`src/rtl/pio_ram_emu_read_streamer.sv`:
```
// pio_ram_emu_read_streamer
//   Streams a burst of sequential 16-bit words out of the PIO RAM emulator. For each word it
//   issues one read-request message toward the transmitter and collects the returned word from
//   the receiver into a small response FIFO. The FIFO is drained on a valid/ready output.
//   Requests are credit-limited (queued + outstanding <= FIFO_DEPTH), so the FIFO cannot
//   overflow however slowly the consumer pops.
// Ports
//   clk, reset                 clock, asynchronous active-high reset
//   start/start_addr/count     burst command (sampled only while idle)
//   busy, err_unexpected       burst in progress; sticky "reply with nothing outstanding"
//   tx_*                       read-request message toward the transmitter
//   rx_data_received, rx_data  returned-word strobe and data from the receiver
//   out_valid/out_data/out_ready  response stream
module pio_ram_emu_read_streamer #(
  parameter int unsigned FIFO_DEPTH  = 4,
  parameter logic [3:0]  READ_HEADER = 4'h1
) (
  input  logic        clk,
  input  logic        reset,
  input  logic        start,
  input  logic [15:0] start_addr,
  input  logic [15:0] count,
  output logic        busy,
  output logic        err_unexpected,
  input  logic        tx_ready,
  output logic        tx_message_valid,
  output logic [3:0]  tx_header,
  output logic [15:0] tx_data,
  input  logic        tx_message_accepted,
  input  logic        rx_data_received,
  input  logic [15:0] rx_data,
  output logic        out_valid,
  output logic [15:0] out_data,
  input  logic        out_ready
);

  localparam int unsigned PtrW = (FIFO_DEPTH > 1) ? $clog2(FIFO_DEPTH) : 1;
  localparam int unsigned CntW = PtrW + 1;
  localparam logic [CntW-1:0] CntOne = CntW'(1);
  localparam logic [PtrW-1:0] PtrOne = PtrW'(1);
  localparam logic [CntW:0]   DepthC = (CntW + 1)'(FIFO_DEPTH);

  typedef enum logic [1:0] {StIdle, StIssue, StDrain} state_e;

  state_e          state_q, state_d;
  logic [15:0]     addr_q, addr_d;
  logic [15:0]     remaining_q, remaining_d;
  logic [CntW-1:0] outstanding_q, outstanding_d;
  logic [CntW-1:0] fifo_count_q, fifo_count_d;
  logic [PtrW-1:0] wr_ptr_q, wr_ptr_d;
  logic [PtrW-1:0] rd_ptr_q, rd_ptr_d;
  logic            err_q, err_d;
  logic [15:0]     mem_q [FIFO_DEPTH];

  logic [CntW:0]   in_use;
  logic            credit_ok;
  logic            accept;
  logic            push;
  logic            drop;
  logic            pop;

  // The accept strobe already encodes the transmitter handshake; tx_ready is informational.
  logic unused_tx_ready;
  assign unused_tx_ready = tx_ready;

  // Every issued read reserves a FIFO slot until its word is popped.
  assign in_use    = {1'b0, fifo_count_q} + {1'b0, outstanding_q};
  assign credit_ok = (in_use < DepthC);

  assign tx_message_valid = (state_q == StIssue) && credit_ok;
  assign tx_header        = READ_HEADER;
  assign tx_data          = addr_q;

  // Accept without valid is ignored.
  assign accept = tx_message_valid && tx_message_accepted;
  assign push   = rx_data_received && (outstanding_q != '0);
  assign drop   = rx_data_received && (outstanding_q == '0);
  assign pop    = out_valid && out_ready;

  assign busy           = (state_q != StIdle);
  assign err_unexpected = err_q;
  assign out_valid      = (fifo_count_q != '0);
  assign out_data       = mem_q[rd_ptr_q];

  always_comb begin
    state_d       = state_q;
    addr_d        = addr_q;
    remaining_d   = remaining_q;
    outstanding_d = outstanding_q;
    fifo_count_d  = fifo_count_q;
    wr_ptr_d      = wr_ptr_q;
    rd_ptr_d      = rd_ptr_q;
    err_d         = err_q;

    unique case (state_q)
      StIdle: begin
        if (start) begin
          addr_d      = start_addr;
          remaining_d = count;
          err_d       = 1'b0;
          if (count != 16'd0) begin
            state_d = StIssue;
          end
        end
      end
      StIssue: begin
        if (accept) begin
          addr_d      = addr_q + 16'd1;
          remaining_d = remaining_q - 16'd1;
          if (remaining_q == 16'd1) begin
            state_d = StDrain;
          end
        end
      end
      StDrain: begin
        if (outstanding_q == '0) begin
          state_d = StIdle;
        end
      end
      default: state_d = StIdle;
    endcase

    // A stray reply wins over a same-cycle start clearing the flag.
    if (drop) begin
      err_d = 1'b1;
    end

    // A reply moves one credit from outstanding into the FIFO.
    if (accept && !push) begin
      outstanding_d = outstanding_q + CntOne;
    end else if (!accept && push) begin
      outstanding_d = outstanding_q - CntOne;
    end

    if (push) begin
      wr_ptr_d = wr_ptr_q + PtrOne;
    end
    if (pop) begin
      rd_ptr_d = rd_ptr_q + PtrOne;
    end
    if (push && !pop) begin
      fifo_count_d = fifo_count_q + CntOne;
    end else if (pop && !push) begin
      fifo_count_d = fifo_count_q - CntOne;
    end
  end

  always_ff @(posedge clk or posedge reset) begin
    if (reset) begin
      state_q       <= StIdle;
      addr_q        <= 16'd0;
      remaining_q   <= 16'd0;
      outstanding_q <= '0;
      fifo_count_q  <= '0;
      wr_ptr_q      <= '0;
      rd_ptr_q      <= '0;
      err_q         <= 1'b0;
    end else begin
      state_q       <= state_d;
      addr_q        <= addr_d;
      remaining_q   <= remaining_d;
      outstanding_q <= outstanding_d;
      fifo_count_q  <= fifo_count_d;
      wr_ptr_q      <= wr_ptr_d;
      rd_ptr_q      <= rd_ptr_d;
      err_q         <= err_d;
    end
  end

  // Storage needs no reset: contents are only observed behind fifo_count_q.
  always_ff @(posedge clk) begin
    if (push) begin
      mem_q[wr_ptr_q] <= rx_data;
    end
  end

endmodule

```
`config.mk`:
```
export PLATFORM = sky130hd
export DESIGN_NAME = pio_ram_emu_read_streamer
export DESIGN_NICKNAME = d
export VERILOG_FILES = /design/src/rtl/pio_ram_emu_read_streamer.sv
export SDC_FILE = /design/constraint.sdc
export NUM_CORES = 1
export LEC_CHECK = 0
export CAP_MARGIN = 5
export CORE_ASPECT_RATIO = 1.5
export CORE_MARGIN = 3
export CORE_UTILIZATION = 57
export DETAILED_ROUTE_END_ITERATION = 7
export PLACE_DENSITY = 0.86
export SLEW_MARGIN = 10
export SYNTH_ARGS = -nofsm -noshare
export SYNTH_HDL_FRONTEND = slang
export SYNTH_SLANG_ARGS = --single-unit
export TNS_END_PERCENT = 30
```
`constraint.sdc`:
```
create_clock -name clk -period 4.5 [get_ports clk]
set_input_delay 0.9 -clock clk [delete_from_list [all_inputs] [get_ports clk]]
set_output_delay 0.9 -clock clk [all_outputs]
set_load 0.02 [all_outputs]
```
==> results.tsv, run 1 <==
metric	value	unit
outcome	completed	
initial antenna violation count	0	
Final Skew	0.00528	ns
first-pass GRT wire length	18600	µm
placed instance area	0.00612	mm²
Post-synth EDFFs	64	
layout cells sized above 1	0.0931	
Hold Startpoint	outstanding_q[2]	
Yosys reg bits	109	
CP Cell Sequence	mux4_2 > clkdlybuf4s50_1	
Final Slew Violations	0	
die area	0.0103	mm²
Core ar.	0.00888	mm²
clock share of power	0.170	
fin crit period	3.45	ns
cts bufs inserted	9	
DRT Pass-1 Iters	5	
final core occ	0.720	
grt ovf	0	
Reg power frac	0.396	
initial drt markers	254	
RSZ-0062 raised after global routing	no	
Final Hold Viols	0	
hold path depth	1	
clock net sink count	109	
VDD IR max	0.000360	V
reported net switching power	1.72	mW
CP max FO	17	
synth unique cells	54	
max cap viols	0	
cell count after synthesis	411	
reg2reg setup slack	2.07	ns
Nets	557	
IO Count	95	
pwr/cell area	679	mW/mm²
gpl congestion	0.824	
Slew HR	0.310	
gr usage total	0.232	
period utilisation layout	0.768	
worst reg2reg path depth	10	
largest net degree at the start of global routing	52	
WHS Endpoint	outstanding_q[2]	
mean post-synth cell area	12.7	µm²
Clock Tree Buf Depth	2	
sequential area share after synthesis	0.586	
r2r startpoint	fifo_count_q[2]	
fmax	290	MHz
post-route ant nets	0	
CTS tree	built	
Critical Path RT	3.60	ns
Mapped Area	0.00520	mm²
Worst-Margin Slew	1.03	ns
latest clock arrival within the worst-skew pair	0.34	ns
Synth warnings	0	
Synth async-reset ratio	0.413	
ys flop type	edfxtp_1	
DRC viols	0	
Gate power share	0.434	
area overhead of the layout relative to synthesis	23.0	%
initial core utilization	0.586	
switching share of total power	0.396	
clock slew seen by the registers of the worst setup and hold paths	0.07	ns
DPL Wire Length	7870	µm
Worst setup EP type	output pin	
# Post-CTS Setup Buffers	0	
CP Launch Type	flip-flop	
design area	0.00640	mm²
Critical-path top delay cell	dfrtp_1	
worst setup margin	1.05	ns
leakage power	2.30	nW
Total Power	4.34	mW
WL/cell	19.1	µm
slowest stage delay, CP	1.03	ns
Cell Int Power	2.62	mW
CP Buf/Inv Count	1	
Top Family by Delay on Critical Path	flip-flops	
Vias	3775	
HP Class	reg2reg	
post_cts resized	0	
# fillers	581	
number of global-route vias before repair	3748	
Fin Setup TNS	0	ns
worst path arrival time	2.55	ns
Port Buffers	89	
WS Path Type	reg2out	
n_diodes	0	
dpl ws	1.28	ns
Die Span Y	123	µm
H-tree lvl count	3	
root buf cell	clkbuf_16	
final setup fails	0	
reg2reg end	outstanding_q[2]	
die width	84.0	µm
Std-Cell Rows	42	
final wirelength	11500	µm
routed vias/inst	6.25	
cts hold-fix bufs	0	
## layer usage
metal  global-route usage  share of wire  vias to the layer above
met3               0.0513          0.069                       26
met5                    0              0                        -
met4               0.0926          0.029                        0
li1                     -              -                     1725
met1                0.272           0.37                     1850
met2                0.415           0.53                      174
## final cells by class
type | count | area, µm² | area share
multi-input cells | 262 | 1960 | 0.307
repair buffers | 93 | 921 | 0.144
clock inverters | 7 | 50.0 | 0.00782
well taps | 110 | 138 | 0.0215
inverters | 14 | 52.6 | 0.00822
flip-flops and latches | 109 | 3050 | 0.477
clock buffers | 9 | 225 | 0.0352
## flip-flops by register name, indices dropped and copies added (netlist names)
name,flops
err_unexpected,1
mem_q,64
remaining_q,16
outstanding_q,3
rd_ptr_q,2
tx_data,16
wr_ptr_q,2
fifo_count_q,3
state_q,2
## per-stage QoR
step | instances | hold slack (ns)
floorplan | 413 | 0.459
global placement | 588 | 0.485
detailed placement | 588 | 0.496
CTS | 604 | 0.522
global route | 604 | 0.546
finish | 604 | 0.515
## worst max-delay path by stage
stage,end,depth (start not counted),slack (ns),start
after floorplan,out_data[10],3,2.13,rd_ptr_q[0]
after global placement,out_data[4],2,1.36,rd_ptr_q[0]
after global routing,out_data[4],2,0.86,rd_ptr_q[0]
final,out_data[4],2,1.05,rd_ptr_q[0]
after CTS,out_data[4],2,0.95,rd_ptr_q[0]
after detailed placement,fifo_count_q[2],8,1.28,rx_data_received
## Yosys cell counts (3+ instances only)
cell,number,area (µm²)
xor2_1,4,35.0
xnor2_1,5,43.8
o22ai_1,11,68.8
nor3b_1,4,30.0
a22oi_1,3,22.5
a31oi_1,5,31.3
nand4_1,10,62.6
o21ai_0,28,140
buf_4,5,37.5
clkbuf_1,7,26.3
nor3_1,7,35.0
nor4_1,7,43.8
inv_1,14,52.6
dfrtp_1,45,1130
and3_1,4,25.0
nand2_1,20,75.1
mux4_2,16,360
ha_1,11,138
nor2_1,19,71.3
a21oi_1,29,145
nand3_1,18,90.1
a2bb2oi_1,15,131
and2_1,4,25.0
edfxtp_1,64,1920
buf_2,12,60.1
## kinds of logic after synthesis
logic type / count (synthesis) / share of synthesized area
buf+inv: 42 / 0.0385
compound gates: 103 / 0.125
xor+xnor: 9 / 0.0152
flops: 109 / 0.586
simple gates: 113 / 0.122
other cells: 2 / 0.00144
fa+ha+maj: 13 / 0.0342
mux: 20 / 0.0775
## power groups by stage
stage	clock, mW	sequential [mW]	combinational, mW
after global placement	0	1.71	1.81
after CTS	0.746	1.72	1.90
after detailed placement	0	1.73	1.88
after floorplan	0	1.65	1.28
final	0.737	1.72	1.88
after global routing	0.791	1.77	2.04
## layout by cell type, fill, tap and decap left out, drive strengths merged, types with 5 or more instances in the layout
master / count
mux4: 16
nand2: 20
nor4: 9
o21ai: 28
inv: 15
o22ai: 11
clkbuf: 9
edfxtp: 64
ha: 11
a21oi: 29
nor3: 9
a2bb2oi: 15
a31oi: 6
nor2: 19
nor3b: 5
nand4: 10
clkdlybuf4s50: 89
nand3: 18
xnor2: 5
dfrtp: 45
Note: power is estimated with default switching activity, not from simulation.
==> run 2: changes to the inputs <==
CORE_UTILIZATION = 53   (was 57)
PLACE_DENSITY = 0.81   (was 0.86)
clock period = 3.35 ns   (was 4.5 ns; I/O delays follow)
==> run 2 against run 1 <==
  * Hold slack got worse by 0.0040 ns
  * Power up 36%
  * Sequential share of layout area fell by 0.52 points
  * Clock skew rose by 0.0014 ns
  * Largest power group unchanged
==> results.tsv, run 2 (synthesized netlist as in run 1, its figures left out) <==
metric	value	unit
routed vias/inst	6.23	
H-tree lvl count	3	
die area	0.0111	mm²
CP Launch Type	flip-flop	
Largest register FFs	64	
outcome	completed	
layout cells sized above 1	0.108	
Worst-Margin Slew	1.11	ns
Fin Setup TNS	0	ns
CP max FO	4	
cts bufs inserted	9	
period utilisation layout	0.866	
placed instance area	0.00618	mm²
Reg power frac	0.386	
WL/cell	19.1	µm
final core occ	0.687	
most frequent cells in the layout	clkdlybuf4s50_1, edfxtp_1, dfrtp_1, a21oi_1, o21ai_0	
root buf cell	clkbuf_16	
CP Cell Sequence	ha_1 > nor3_2 > and3_1 > clkdlybuf4s50_1	
DRC viols	0	
largest net degree at the start of global routing	51	
post_cts resized	0	
fmax	345	MHz
number of global-route vias before repair	3899	
latest clock arrival within the worst-skew pair	0.35	ns
Port Buffers	89	
DPL Wire Length	8030	µm
Setup crit start	fifo_count_q[2]	
worst path arrival time	2.23	ns
clock share of power	0.172	
final setup fails	0	
r2r startpoint	fifo_count_q[2]	
Final Hold Viols	0	
Worst setup EP type	output pin	
Nets	563	
slowest stage delay, CP	0.61	ns
fin crit period	2.90	ns
Vias	3812	
HP Class	reg2reg	
RSZ-0062 raised after global routing	no	
initial antenna violation count	0	
reported net switching power	2.31	mW
Critical-path top delay cell	clkdlybuf4s50_1	
# fillers	673	
design area	0.00647	mm²
max cap viols	0	
commonest non-fill, non-tap cell in the layout	clkdlybuf4s50_1	
area overhead of the layout relative to synthesis	24.4	%
Std-Cell Rows	43	
VDD IR max	0.000548	V
Core ar.	0.00942	mm²
# Post-CTS Setup Buffers	0	
Final Slew Violations	0	
CTS tree	built	
reg2reg setup slack	0.97	ns
post-route ant nets	0	
clock net sink count	109	
final wirelength	11700	µm
switching share of total power	0.393	
gpl congestion	0.896	
cts hold-fix bufs	0	
DRT Pass-1 Iters	5	
gr usage total	0.221	
Slew HR	0.258	
clock slew seen by the registers of the worst setup and hold paths	0.07	ns
Critical Path RT	2.68	ns
worst hold slack	0.511	ns
Total Power	5.89	mW
pwr/cell area	910	mW/mm²
non-filler instance count after layout	612	
leakage power	2.34	nW
Hold Startpoint	outstanding_q[2]	
Final Skew	0.00672	ns
Gate power share	0.442	
initial core utilization	0.552	
first-pass GRT wire length	18900	µm
initial drt markers	214	
Die Span Y	127	µm
WS Path Type	reg2out	
Reg with most FFs	mem_q	
Cell Int Power	3.57	mW
n_diodes	0	
dpl ws	0.640	ns
die width	86.9	µm
grt ovf	0	
cell count after placement	596	
worst setup margin	0.448	ns
IO Count	95	
Clock Tree Buf Depth	2	
run 2: final cells by class:
| type | instances | area (µm²) | share of cell area |
|---|---|---|---|
| clock buffers | 9 | 225 | 0.0348 |
| clock inverters | 7 | 60.1 | 0.00929 |
| inverters | 14 | 52.6 | 0.00813 |
| multi-input cells | 262 | 1960 | 0.303 |
| flip-flops and latches | 109 | 3050 | 0.471 |
| well taps | 112 | 140 | 0.0217 |
| repair buffers | 99 | 978 | 0.151 |
run 2: worst paths after layout:
check	to	cells after the start
min in group asynchronous	remaining_q[9]	3
hold / removal	outstanding_q[2]	1
hold reg to reg	outstanding_q[2]	1
setup reg to reg	outstanding_q[2]	10
max in group asynchronous	tx_data[3]	3
setup / recovery	tx_message_valid	4
run 2: power groups by stage:
stage / Combinational (mW) / Sequential (mW) / Clock, mW
2_1_floorplan: 1.71 / 2.22 / 0
3_3_place_gp: 2.53 / 2.26 / 0
3_5_place_dp: 2.61 / 2.29 / 0
4_1_cts: 2.62 / 2.27 / 1.03
5_1_grt: 2.85 / 2.33 / 1.08
6_report: 2.60 / 2.27 / 1.01
run 2: per-layer routing:
| metal | vias to the layer above | part of all wire | global-route usage |
|---|---|---|---|
| met5 | - | 0 | 0 |
| met4 | 0 | 0.026 | 0.0945 |
| met3 | 25 | 0.062 | 0.0529 |
| met2 | 158 | 0.52 | 0.379 |
| met1 | 1890 | 0.40 | 0.262 |
| li1 | 1739 | - | - |
run 2: worst max-delay path: cells and delay by family, from the launching register on:
family                   cells  cell delay, ns
adder cells (fa/ha/maj)      1            0.31
flip-flops                   1            0.42
AND/OR/NAND/NOR              2            0.54
buffers and inverters        1            0.61
==> run 3: changes to the inputs <==
CORE_MARGIN = default   (was 3)
==> run 3 against run 2 <==
  * First-iteration DRC count up 21%
  * Critical endpoint is now out_data[13]
  * Power fell by 0.73%
  * Routed wire length decreased by 7.8%
  * Worst setup slack worse by 0.030 ns
  * Design area did not move
  * Non-clock buffer count rose by 2
  * Die area shrank 7.6%
  * Sequential power decreased by 2%
==> results.tsv, run 3 (synthesized netlist as in run 1, its figures left out) <==
metric	value	unit
outcome	completed	
worst reg2reg path depth	10	
CP max FO	11	
post_cts resized	0	
Reg with most FFs	mem_q	
gpl congestion	0.840	
fin crit period	2.93	ns
worst path arrival time	2.26	ns
Std-Cell Rows	43	
fmax	341	MHz
CP Launch Type	flip-flop	
IO Count	95	
area overhead of the layout relative to synthesis	24.4	%
Final Skew	0.00694	ns
DRT Pass-1 Iters	5	
initial drt markers	258	
Largest register FFs	64	
WS Path Type	reg2out	
CP Buf/Inv Count	2	
routed vias/inst	6.15	
HP Class	reg2reg	
Worst-Margin Slew	0.750	ns
CTS tree	built	
leakage power	2.35	nW
RSZ-0062 raised after global routing	no	
pwr/cell area	904	mW/mm²
# Post-CTS Setup Buffers	0	
WL/cell	17.5	µm
Die Span Y	123	µm
Clock Tree Buf Depth	2	
grt ovf	0	
cts hold-fix bufs	0	
cts bufs inserted	9	
Critical Path RT	2.68	ns
clock slew seen by the registers of the worst setup and hold paths	0.07	ns
cell count after placement	598	
Slew HR	0.499	
VDD IR max	0.000544	V
Port Buffers	89	
Fin Setup TNS	0	ns
DRC viols	0	
final setup fails	0	
post-route ant nets	0	
initial antenna violation count	0	
initial core utilization	0.555	
slowest stage delay, CP	0.55	ns
Nets	565	
Vias	3776	
Final Slew Violations	0	
gr usage total	0.218	
non-filler instance count after layout	614	
most frequent cells in the layout	clkdlybuf4s50_1, edfxtp_1, dfrtp_1, a21oi_1, o21ai_0	
final wirelength	10800	µm
clock net sink count	109	
Crit path depth	3	
Total Power	5.84	mW
period utilisation layout	0.875	
max cap viols	0	
H-tree lvl count	3	
die width	82.9	µm
hold path depth	1	
root buf cell	clkbuf_16	
Core ar.	0.00936	mm²
die area	0.0102	mm²
Critical-path top delay cell	clkdlybuf4s50_1	
number of global-route vias before repair	3682	
latest clock arrival within the worst-skew pair	0.34	ns
Final Hold Viols	0	
Top Family by Delay on Critical Path	buffers and inverters	
n_diodes	0	
largest net degree at the start of global routing	51	
layout cells sized above 1	0.110	
first-pass GRT wire length	17600	µm
DPL Wire Length	7400	µm
CP Cell Sequence	buf_4 > mux4_2 > clkdlybuf4s50_1	
Worst setup EP type	output pin	
commonest non-fill, non-tap cell in the layout	clkdlybuf4s50_1	
## run 3: final cells by class
class | count | area, µm²
inverters | 14 | 52.6
fillers | 692 | 2900
well taps | 112 | 140
flip-flops and latches | 109 | 3050
clock buffers | 10 | 229
clock inverters | 6 | 53.8
repair buffers | 101 | 981
multi-input cells | 262 | 1960
## run 3: final timing paths
check / from / to / slack (ns)
worst max register to register: outstanding_q[2] / outstanding_q[2] / 1.02
max in group asynchronous: reset / tx_data[5] / 2.17
min in group asynchronous: reset / remaining_q[9] / 0.77
worst min register to register: outstanding_q[2] / outstanding_q[2] / 0.51
worst min-delay path: outstanding_q[2] / outstanding_q[2] / 0.51
worst max-delay path: rd_ptr_q[0] / out_data[13] / 0.42
## run 3: power by group
part,leakage [nW],total (mW),switching (mW),internal (mW)
sequential,1.13,2.22,0.387,1.83
combinational,1.08,2.62,1.40,1.22
clock,0.136,1.00,0.487,0.518
## run 3: worst register-to-register path, cell delays in order (launching register included)
cell	delay (ns)
dfrtp_1	0.41
ha_1	0.31
nor3_2	0.27
nand3_1	0.15
inv_1	0.08
ha_1	0.18
inv_1	0.07
fa_1	0.37
xor2_1	0.15
nor2_1	0.12
xor2_1	0.15
## run 3: metal layers
metal	share of wire	wire (µm)	GRT usage	vias up
met5	0	0	0	-
met4	0.0076	82	0.0668	0
met3	0.057	616	0.0441	7
met2	0.53	5710	0.393	151
met1	0.40	4340	0.265	1873
li1	-	-	-	1745
## run 3: metrics by stage
step | setup slack (ns) | cell area [µm²] | hold WS [ns] | utilization
after floorplan | 1.19 | 5210 | 0.459 | -
after global placement | 0.690 | 6180 | 0.484 | 0.661
after detailed placement | 0.631 | 6180 | 0.501 | 0.661
after CTS | 0.363 | 6470 | 0.511 | 0.691
after global routing | 0.315 | 6470 | 0.529 | 0.691
final | 0.418 | 6470 | 0.510 | 0.691
